===== src/rtl/grid_mover_if.sv =====
// grid_mover_if
// Bundles the control inputs and position outputs of grid_mover so that the
// input decoder / scene logic (master) and the mover (slave) share one port.
//   scene      : 00 start, 01 play, 10 win, 11 lose
//   map        : [0:MAP_W*MAP_H-1], bit x+y*MAP_W set means wall
//   dir_req    : 00 up, 01 down, 10 left, 11 right
//   dir_valid  : one-cycle strobe latching dir_req as the pending turn
//   pos_x/pos_y: current tile
//   cur_dir    : current direction of travel
//   step_pulse : one-cycle, position changed
//   blocked    : one-cycle, a step tick found no legal move
interface grid_mover_if #(
   parameter int MAP_W = 18,
   parameter int MAP_H = 5,
   parameter int POS_W = 5
);
   logic [1:0]             scene;
   logic [0:MAP_W*MAP_H-1] map;
   logic [1:0]             dir_req;
   logic                   dir_valid;
   logic [POS_W-1:0]       pos_x;
   logic [POS_W-1:0]       pos_y;
   logic [1:0]             cur_dir;
   logic                   step_pulse;
   logic                   blocked;

   modport master (
      output scene, map, dir_req, dir_valid,
      input  pos_x, pos_y, cur_dir, step_pulse, blocked
   );

   modport slave (
      input  scene, map, dir_req, dir_valid,
      output pos_x, pos_y, cur_dir, step_pulse, blocked
   );
endinterface


===== src/rtl/grid_mover.sv =====
// grid_mover
// Tile-grid mover for a player or ghost sprite. Holds a tile position on a
// MAP_W x MAP_H wall map and steps at most one tile per step tick, with one
// buffered turn request that is applied at the first tick where it is legal.
// Optional horizontal tunnel wrap.
// Ports:
//   clk   : system clock
//   rst_n : asynchronous active-low reset
//   bus   : grid_mover_if slave (scene, map, dir_req, dir_valid in;
//           pos_x, pos_y, cur_dir, step_pulse, blocked out)
module grid_mover #(
   parameter int         MAP_W       = 18,
   parameter int         MAP_H       = 5,
   parameter int         POS_W       = 5,
   parameter int         START_X     = 9,
   parameter int         START_Y     = 4,
   parameter logic [1:0] START_DIR   = 2'b10,
   parameter int         STEP_PERIOD = 33554432,
   parameter bit         WRAP_X      = 1'b0
) (
   input logic         clk,
   input logic         rst_n,
   grid_mover_if.slave bus
);

   localparam int N     = MAP_W * MAP_H;
   localparam int AW    = $clog2(N);
   localparam int IDX_W = $clog2(N) + 1;
   localparam int CNT_W = $clog2(STEP_PERIOD);
   localparam logic [POS_W-1:0] LAST_X = POS_W'(MAP_W - 1);
   localparam logic [POS_W-1:0] LAST_Y = POS_W'(MAP_H - 1);

   typedef enum logic [1:0] {IDLE, RUN, HOLD} state_t;

   state_t           state;
   logic [CNT_W-1:0] cnt;
   logic [POS_W-1:0] pos_x_r;
   logic [POS_W-1:0] pos_y_r;
   logic [1:0]       dir_r;
   logic             pend_valid;
   logic [1:0]       pend_dir;
   logic             step_r;
   logic             blocked_r;
   logic             tick;
   logic [2*POS_W:0] pend_try;
   logic [2*POS_W:0] cur_try;

   // Evaluates one direction from (x,y): returns {legal, target_x, target_y}.
   // The cell index is formed at a width that holds MAP_W*MAP_H without
   // truncating y*MAP_W; an index past the map is treated as a wall.
   function automatic logic [2*POS_W:0] try_move(
      input logic [1:0]       d,
      input logic [POS_W-1:0] x,
      input logic [POS_W-1:0] y,
      input logic [0:N-1]     m
   );
      logic [POS_W-1:0] tx;
      logic [POS_W-1:0] ty;
      logic             in_range;
      logic [IDX_W-1:0] idx;
      logic             wall;
      tx       = x;
      ty       = y;
      in_range = 1'b0;
      case (d)
         2'b00: if (y != '0) begin
            ty       = y - POS_W'(1);
            in_range = 1'b1;
         end
         2'b01: if (y < LAST_Y) begin
            ty       = y + POS_W'(1);
            in_range = 1'b1;
         end
         2'b10: if (x != '0) begin
            tx       = x - POS_W'(1);
            in_range = 1'b1;
         end else if (WRAP_X) begin
            tx       = LAST_X;
            in_range = 1'b1;
         end
         default: if (x < LAST_X) begin
            tx       = x + POS_W'(1);
            in_range = 1'b1;
         end else if (WRAP_X) begin
            tx       = '0;
            in_range = 1'b1;
         end
      endcase
      idx  = IDX_W'(tx) + IDX_W'(ty) * IDX_W'(MAP_W);
      wall = (idx < IDX_W'(N)) ? m[idx[AW-1:0]] : 1'b1;
      return {in_range & ~wall, tx, ty};
   endfunction

   // Both candidate moves are evaluated against the live map; they only
   // matter on the tick cycle, which is how map edits get sampled per tick.
   assign pend_try = try_move(pend_dir, pos_x_r, pos_y_r, bus.map);
   assign cur_try  = try_move(dir_r, pos_x_r, pos_y_r, bus.map);
   assign tick     = (state == RUN) && (cnt == CNT_W'(STEP_PERIOD - 1));

   // Scene FSM, step counter, pending-turn buffer and move decision. The
   // current state decides this cycle's action; the scene input only picks
   // the state for the next cycle. A turn request arriving on a tick cycle
   // overwrites the buffer after the tick has already used the old value.
   always_ff @(posedge clk or negedge rst_n) begin
      if (!rst_n) begin
         state      <= IDLE;
         cnt        <= '0;
         pos_x_r    <= POS_W'(START_X);
         pos_y_r    <= POS_W'(START_Y);
         dir_r      <= START_DIR;
         pend_valid <= 1'b0;
         pend_dir   <= 2'b00;
         step_r     <= 1'b0;
         blocked_r  <= 1'b0;
      end else begin
         step_r    <= 1'b0;
         blocked_r <= 1'b0;
         case (state)
            IDLE: begin
               pos_x_r    <= POS_W'(START_X);
               pos_y_r    <= POS_W'(START_Y);
               dir_r      <= START_DIR;
               cnt        <= '0;
               pend_valid <= bus.dir_valid;
               if (bus.dir_valid) pend_dir <= bus.dir_req;
            end
            RUN: begin
               cnt <= tick ? '0 : cnt + CNT_W'(1);
               if (tick) begin
                  if (pend_valid && pend_try[2*POS_W]) begin
                     dir_r   <= pend_dir;
                     pos_x_r <= pend_try[2*POS_W-1:POS_W];
                     pos_y_r <= pend_try[POS_W-1:0];
                     step_r  <= 1'b1;
                  end else if (cur_try[2*POS_W]) begin
                     pos_x_r <= cur_try[2*POS_W-1:POS_W];
                     pos_y_r <= cur_try[POS_W-1:0];
                     step_r  <= 1'b1;
                  end else begin
                     blocked_r <= 1'b1;
                  end
               end
               if (bus.dir_valid) begin
                  pend_valid <= 1'b1;
                  pend_dir   <= bus.dir_req;
               end else if (tick && pend_valid && pend_try[2*POS_W]) begin
                  pend_valid <= 1'b0;
               end
            end
            default: begin
            end
         endcase
         case (bus.scene)
            2'b00:   state <= IDLE;
            2'b01:   if (state == IDLE) state <= RUN;
            default: if (state == RUN) state <= HOLD;
         endcase
      end
   end

   assign bus.pos_x      = pos_x_r;
   assign bus.pos_y      = pos_y_r;
   assign bus.cur_dir    = dir_r;
   assign bus.step_pulse = step_r;
   assign bus.blocked    = blocked_r;

endmodule

===== src/flat_wrapper.sv =====
// flat-port wrapper written by rule: the top's interface ports become plain ports
module grid_mover_flat 
#(
   parameter int         MAP_W       = 18,
   parameter int         MAP_H       = 5,
   parameter int         POS_W       = 5,
   parameter int         START_X     = 9,
   parameter int         START_Y     = 4,
   parameter logic [1:0] START_DIR   = 2'b10,
   parameter int         STEP_PERIOD = 33554432,
   parameter bit         WRAP_X      = 1'b0
)
  (clk, rst_n, bus_scene, bus_map, bus_dir_req, bus_dir_valid, bus_pos_x, bus_pos_y, bus_cur_dir, bus_step_pulse, bus_blocked);
  grid_mover_if #(.MAP_W(MAP_W), .MAP_H(MAP_H), .POS_W(POS_W)) bus_i ();
  input logic clk;
  input logic rst_n;
  input wire logic [$bits(bus_i.scene)-1:0] bus_scene;
  input wire logic [$bits(bus_i.map)-1:0] bus_map;
  input wire logic [$bits(bus_i.dir_req)-1:0] bus_dir_req;
  input wire logic [$bits(bus_i.dir_valid)-1:0] bus_dir_valid;
  output wire logic [$bits(bus_i.pos_x)-1:0] bus_pos_x;
  output wire logic [$bits(bus_i.pos_y)-1:0] bus_pos_y;
  output wire logic [$bits(bus_i.cur_dir)-1:0] bus_cur_dir;
  output wire logic [$bits(bus_i.step_pulse)-1:0] bus_step_pulse;
  output wire logic [$bits(bus_i.blocked)-1:0] bus_blocked;
  assign bus_i.scene = bus_scene;
  assign bus_i.map = bus_map;
  assign bus_i.dir_req = bus_dir_req;
  assign bus_i.dir_valid = bus_dir_valid;
  assign bus_pos_x = bus_i.pos_x;
  assign bus_pos_y = bus_i.pos_y;
  assign bus_cur_dir = bus_i.cur_dir;
  assign bus_step_pulse = bus_i.step_pulse;
  assign bus_blocked = bus_i.blocked;
  grid_mover #(.MAP_W(MAP_W), .MAP_H(MAP_H), .POS_W(POS_W), .START_X(START_X), .START_Y(START_Y), .START_DIR(START_DIR), .STEP_PERIOD(STEP_PERIOD), .WRAP_X(WRAP_X)) u_core (.clk(clk), .rst_n(rst_n), .bus(bus_i));
endmodule

===== config.mk =====
export PLATFORM = sky130hd
export DESIGN_NAME = grid_mover_flat
export DESIGN_NICKNAME = d
export VERILOG_FILES = /design/src/rtl/grid_mover_if.sv /design/src/rtl/grid_mover.sv /design/src/flat_wrapper.sv
export SDC_FILE = /design/constraint.sdc
export NUM_CORES = 1
export LEC_CHECK = 0
export ABC_CLOCK_PERIOD_IN_PS = 17000
export BUFFER_PORTS_ARGS = -buffer_cell sky130_fd_sc_hd__clkbuf_2
export CAP_MARGIN = 40
export CORE_MARGIN = 1.5
export CORE_UTILIZATION = 50
export DETAILED_ROUTE_END_ITERATION = 10
export HOLD_SLACK_MARGIN = 0.03
export PLACE_DENSITY = 0.72
export RECOVER_POWER = 25
export SYNTH_ARGS = -nofsm -noshare
export SYNTH_HDL_FRONTEND = slang
export SYNTH_SLANG_ARGS = --single-unit

===== constraint.sdc =====
create_clock -name clk -period 17 [get_ports clk]
set_input_delay 1.7 -clock clk [delete_from_list [all_inputs] [get_ports clk]]
set_output_delay 1.7 -clock clk [all_outputs]
set_load 0.005 [all_outputs]

# == Word level (Yosys, flattened, before mapping) ==
# Cells that the tools add are included.
# word_totals
output_inout_bits,14
elab_cells,111
regBits,44
input_bits,97
# classes
n_mux,49
add_sub_neg,7
n_mul,2
n_lt_le_gt_ge,6
n_bitwise,6
n_eq_ne,12
reduce_logical,20
# op_table
op,n
5-bit case mux with 2 select lines,6
5-bit two-way mux,10
25-bit case mux with 2 select lines,1
25-bit by 1-bit adder with 25-bit output (second input constant),1
25-bit equality test (second input constant),1
25-bit two-way mux,1
1-bit two-way mux,20
5-bit by 8-bit adder with 8-bit output,2
8-bit >= comparator (second input constant),2
8-bit by 7-bit < comparator with 1-bit output (second input constant),2
7-bit NOT with 8-bit output,2
1-bit binary-select mux with 7-bit select,2
5-bit by 4-bit multiplier with 7-bit output (second input constant),2
5-bit by 1-bit adder with 5-bit output (second input constant),2
5-bit nonzero test,2
5-bit by 1-bit subtractor with 5-bit output (second input constant),2
2-bit by 1-bit equality test with 1-bit output (second input constant),4
2-bit logical NOT,4
2-bit two-way mux,4
2-bit case mux with 2 select lines,2
2-bit by 1-bit != test with 1-bit output (second input constant),3
1-bit case mux with 3 select lines,2
2-bit AND reduction,3
3-bit AND reduction,2
other kinds (12),20

# == Depth between registers and ports, before layout ==
# logic_depth
ltp_word,16
mapped_depth,25
depth_no_buf,21

# == Least setup slack after synthesis ==
# Ideal clock, no wire load.
# synth_timing
path_type,flip-flop to flip-flop
from,register u_core.pos_x_r[0] (netlist: u_core.bus.pos_x[0])
to,register u_core.dir_r[1] (netlist: u_core.bus.cur_dir[1])
stages_incl_launch_ff,24
required_ps,16908
setup_ps,92
t_arrival_ps,5251
synth_period_minus_slack_ps,5344
path_slack_ps,11656
n_path_buf,5
cell_sequence,dfstp_2 inv_1 clkbuf_1 ha_1 or4b_1 buf_2 clkbuf_1 nor2_1 a31oi_1 o22ai_1 a21oi_1 ha_1 fa_1 xor2_1 buf_2 clkbuf_1 nand2_1 a2111oi_0 nor3_1 a2111oi_1 o32ai_2 or4_1 o21ai_1 a2bb2oi_1
# synth_via
elab_chain_cells,14
elab_cells_between_ends,22
classes_between,add/sub: 3; order compare: 2; eq/ne: 1; mux: 10; bitwise: 3; reduce/logical: 3
# synth_lines
item,line_no,rtl
"start, declared",grid_mover.sv:37,logic [POS_W-1:0] pos_x_r;
"start signal, assigned",grid_mover.sv:108,pos_x_r <= POS_W'(START_X);
"start signal, assigned",grid_mover.sv:120,pos_x_r <= POS_W'(START_X);
"start signal, assigned",grid_mover.sv:132,pos_x_r <= pend_try[2*POS_W-1:POS_W];
"5-bit by 1-bit adder with 5-bit output, or another cell as far along",grid_mover.sv:82,tx = x + POS_W'(1);
"5-bit two-way mux, on equally long branches","grid_mover.sv:81, grid_mover.sv:74",
5-bit case mux with 2 select lines,grid_mover.sv:65,case (d)
5-bit by 8-bit adder with 8-bit output,grid_mover.sv:89,idx = IDX_W'(tx) + IDX_W'(ty) * IDX_W'(MAP_W);
7-bit NOT with 8-bit output (not written as such),grid_mover.sv:90,wall = (idx < IDX_W'(N)) ? m[idx[AW-1:0]] : 1'b1;
1-bit binary-select mux with 7-bit select,grid_mover.sv:90,
1-bit two-way mux (not written as such) (2 in a row),grid_mover.sv:90,
1-bit two-way mux,grid_mover.sv:90,
1-bit NOT,grid_mover.sv:91,"return {in_range & ~wall, tx, ty};"
1-bit AND (*),grid_mover.sv:91,
1-bit logical AND (*),grid_mover.sv:130,if (pend_valid && pend_try[2*POS_W]) begin
2-bit by 1-bit != test with 1-bit output (no source line) (*),--,
3-bit AND reduction (no source line) (*),--,
"end signal, assigned",grid_mover.sv:131,dir_r <= pend_dir;
"end, declared",grid_mover.sv:39,logic [1:0] dir_r;
# Mark *: on every way between the ends. The rest lies on a longest branch, timed or not. The select of a mux whose other input is x is not followed.
# A chain may end at the register's enable or synchronous reset.

# == Final worst setup path ==
# layout_timing
from,register u_core.pos_x_r[0] (netlist: u_core.bus.pos_x[0])
to,register u_core.pos_y_r[3] (netlist: u_core.bus.pos_y[3])
# layout_via
elab_chain_cells,15
elab_cells_between_ends,36
classes_between,add/sub: 4; order compare: 3; eq/ne: 1; mux: 19; bitwise: 6; reduce/logical: 3
# layout_lines
item,line_no,rtl
"5-bit by 1-bit adder with 5-bit output, or another cell as far along",grid_mover.sv:82,
"5-bit two-way mux, on equally long branches","grid_mover.sv:81, grid_mover.sv:74",
5-bit case mux with 2 select lines,grid_mover.sv:65,
5-bit by 8-bit adder with 8-bit output,grid_mover.sv:89,
7-bit NOT with 8-bit output (not written as such),grid_mover.sv:90,
1-bit binary-select mux with 7-bit select,grid_mover.sv:90,
1-bit two-way mux (not written as such) (2 in a row),grid_mover.sv:90,
1-bit two-way mux,grid_mover.sv:90,
1-bit NOT,grid_mover.sv:91,
1-bit AND,grid_mover.sv:91,
1-bit logical AND,grid_mover.sv:130,
5-bit two-way mux,grid_mover.sv:130,
5-bit two-way mux,grid_mover.sv:129,if (tick) begin
5-bit case mux with 2 select lines,grid_mover.sv:118,case (state)
"end signal, assigned",grid_mover.sv:121,pos_y_r <= POS_W'(START_Y);
"end signal, assigned",grid_mover.sv:133,pos_y_r <= pend_try[POS_W-1:0];
"end signal, assigned",grid_mover.sv:137,pos_y_r <= cur_try[POS_W-1:0];
"end, declared",grid_mover.sv:38,logic [POS_W-1:0] pos_y_r;
# Parallel ways exist; a longest one is shown, timed or not. The select of a mux whose other input is x is not followed.

==> metrics.md <==
| Metric | Value |
|---|---|
| Total Power Consumption | 507 uW |
| Ys Warns | 0 |
| Main combinational cell family by area after synthesis | compound AO/OA/AOI/OAI gates |
| Vias after detailed routing | 5833 |
| Final period util | 36.2% |
| Clock Skews | 0.00339 ns |
| Initial Util | between 50% and 60% |
| WL final | 16.8 mm |
| # diodes | 0 |
| Gate power share | between 50 and 60% |
| Setup Total Neg Slack | 0 ns |
| Leak Pwr | 0.00278 uW |
| Clock buffer depth | 2 |
| Core area | 0.0105 sq mm |
| Postcts setup bufs | 0 |
| Initial antenna violation count | 0 |
| Internal | between 200 and 300 uW |
| Count of different cell masters after synthesis | 70 |
| Mux contribution to synthesized area | 19.4% |
| Worst Max-Slew Pin Slew | 1.83 ns |
| GRT Util Overall | between 20 and 30% |
| Clock sinks | 44 |
| Post-synthesis compound-gate area fraction | between 20% and 30% |
| Number of I/O port buffers | 110 |
| Syn nets | 785 |
| Net Sw Frac | ~44% |
| Syn-to-layout area delta | 13.9% |
| DRC Markers | 0 |
| DRT iter0 DRCs | between 500 and 600 |
| Failing checks | max-capacitance violations, max-slew violations |
| Die Ht | 108 microns |
| Fin. Hold Viols | 0 |
| R2r setup slk | 10.85 ns |
| Final setup vio count | 0 |
| Post-Synthesis Cells | 665 |
| Count of cells resized by post-cts repair | 0 |
| Peak supply drop | 71.9 uV |
| FILL cells | 944 |
| Antenna Violating Nets Remaining | 0 |
| Drt first pass iters | 5 |
| HP Class | flop to flop |
| Sequential share of the synthesized area | 20.2% |
| Routed length per instance | around 19 microns |
| CP Class | flop to flop |
| Number of I/O pins | approximately 110 |
| Hold_buf cts | 0 |
| Pre-CTS WS | 11.04 ns |
| Critical path arrival | 6.32 ns |
| Crit Path Max Fanout | 24 |
| Switching pwr | 222 uW |
| Die X | 108 microns |
| First-pass GRT wire length | 27.3 mm |
| Status | finished, violations left |
| Nature of the critical path endpoint | flop |
| Drt via density | 6.59 |
| Worst setup margin | roughly 11 ns |
| Total Die Area | ~0.012 sq mm |
| H-tree levels | 2 |
| Top FF cell, synth | dfrtp_1 |
| Syn_area_per_cell | 8.21 sq um |
| EDFF count, synth | 0 |
| RSZ-0062 raised after global routing | false |
| Max-Cap Viols | 1 |
| Fmax | around 160 MHz |
| Worst slew margin | -22.1% |
| Sequential Power Share | 24.4% |
| Xor/xnor share of the synthesized area | 3.37% |
| Post-synthesis simple-gate area fraction | between 20 and 25% |
| CTS tree | yes |
| FF+latch count, synth | 44 |
| CTS buffer count | 5 |
| RD Place Congestion | 0.957 |
| Pins Over Slew Limit | 35 |
| Clk slew on worst S/H paths | approximately 0.09 ns |
| Min Tclk post-route | roughly 6 ns |
| Post-Synthesis Cell Area | 0.00546 sq mm |
| Clock Latency Late Sink | ~0.3 ns |
| Layout cells sized above 1 | 23.5% |
| Placed wire-length estimate | 12.9 mm |
| Total global routing overflow | 0 |
| # nets final | 868 |
| PwrDens | a little over 80 mW/mm^2 |
| Post-Synth Adder-Cell Area | 5.82% |
| Type of origin of the critical path | flop |
| Final hold slack | 0.485 ns |
| Data required time of the worst path | 17.17 ns |
| Vias in the first global route | 5449 |
| Largest net degree at the start of global routing | 35 |
| Clock share of power | approximately 16% |
| Num rows | 37 |
| CTS root buffer | clkbuf_8 |
| Ys async rst share | 100% |
synth_stat cells (4+ instances only):
master     number  area [sq um]
a2111oi_0       5          43.8
a211oi_1       17           128
a21o_1          8          60.1
a21oi_1        28           140
a31oi_1        12          75.1
and3_1         22           138
buf_2           9          45.0
buf_6           4          45.0
clkbuf_1       28           105
dfrtp_1        40          1000
dfstp_2         4           105
fa_1            4          80.1
ha_1           19           238
inv_1          27           101
mux2_2          7          78.8
mux2i_1        35           350
mux4_2         28           631
nand2_1        68           255
nand2b_1        6          37.5
nand3_1        35           175
nand3b_1        4          30.0
nand4_1         7          43.8
nor2_1         51           191
nor3_1         16          80.1
nor4_1          7          43.8
o21a_1          4          30.0
o21ai_0        66           330
o22ai_1        12          75.1
o31ai_1         7          52.6
xnor2_1        13           114
xor2_1          8          70.1
flip-flops by register name (all words and copies together), names as in the netlist:
signal                 count
u_core.bus.cur_dir         2
u_core.pend_dir            2
u_core.bus.blocked         1
u_core.pend_valid          1
u_core.bus.pos_x           5
u_core.state               2
u_core.bus.step_pulse      1
u_core.bus.pos_y           5
u_core.cnt                25
per-layer routing:
layer	part of all wire (%)	GRT usage, %	up-vias
li1	-	-	2706
met1	43	42.1	2780
met2	45	46.6	318
met3	9.4	4.30	29
met4	1.7	7.52	0
met5	0	0	-
metrics by stage:
stage / area, sq um / util, % / cells
after CTS: 6240 / 59.7 / 885
after detailed placement: 6130 / 58.6 / 877
final: 6220 / 59.5 / 885
after floorplan: 5460 / - / 665
after global routing: 6220 / 59.5 / 885
after global placement: 6010 / 57.5 / 871
cells by family after synthesis:
kind of cell / Yosys count
and+or+nand+nor: 230
AOI/OAI and AO/OA: 204
buffers and inverters: 73
muxes: 70
DFF: 44
adders and majority gates: 23
xor gates and xnor gates: 21
final cells by class:
class	count	area, sq um	area share (%)
clock buffer	5	68.8	1.11
timing repair buffer	122	689	11.1
clock inverter	3	46.3	0.744
sequential	44	1110	17.8
multi-input combinational	548	4040	64.9
inverter	27	101	1.63
tap	136	170	2.73
power by group through the flow:
stage	Combinational [uW]	Sequential, uW	Clock (uW)
after CTS	295	123	85.3
after detailed placement	294	125	0
after floorplan	220	115	0
after global routing	323	125	88.6
after global placement	269	128	0
final	300	124	83.4
cells in the final DEF, fill, tap and decap left out, types with 8 or more instances in the layout:
cell type and n:
nand2_1 68, dfrtp_1 40, o22ai_1 12, a21o_1 8, a31oi_1 12, nor3_1 16, inv_1 27, a21oi_1 28
ha_1 19, nand3_1 35, mux4_2 28, clkbuf_2 108, a211oi_1 17, mux2i_1 35, xnor2_1 13, and3_1 22
o21ai_0 66, nor2_1 51
final timing paths:
| path | from | endpoint | cells past startpoint |
|---|---|---|---|
| max | u_core.bus.pos_x[0] | u_core.bus.pos_y[3] | 19 |
| min | u_core.cnt[18] | u_core.cnt[18] | 1 |
| max reg2reg | u_core.bus.pos_x[0] | u_core.bus.pos_y[3] | 19 |
| min reg2reg | u_core.cnt[18] | u_core.cnt[18] | 1 |
| max in group asynchronous | rst_n | u_core.cnt[10] | 2 |
| min in group asynchronous | rst_n | u_core.cnt[22] | 1 |
worst max-delay path: stages, from the launching register on:
cell and delay (ns):
dfstp_2 0.83, inv_1 0.30, ha_1 0.33, or4b_1 0.47, a31oi_1 0.15, o22ai_1 0.16, a21oi_1 0.09, ha_1 0.27
fa_1 0.48, xnor2_1 0.74, o21ai_0 0.22, nor3b_1 0.26, a211o_1 0.16, a211oi_1 0.07, a2111oi_1 0.46, o32ai_2 0.14
buf_4 0.24, a21o_1 0.21, a21oi_4 0.29, o22ai_1 0.12
(Power assumes the default switching activity.)
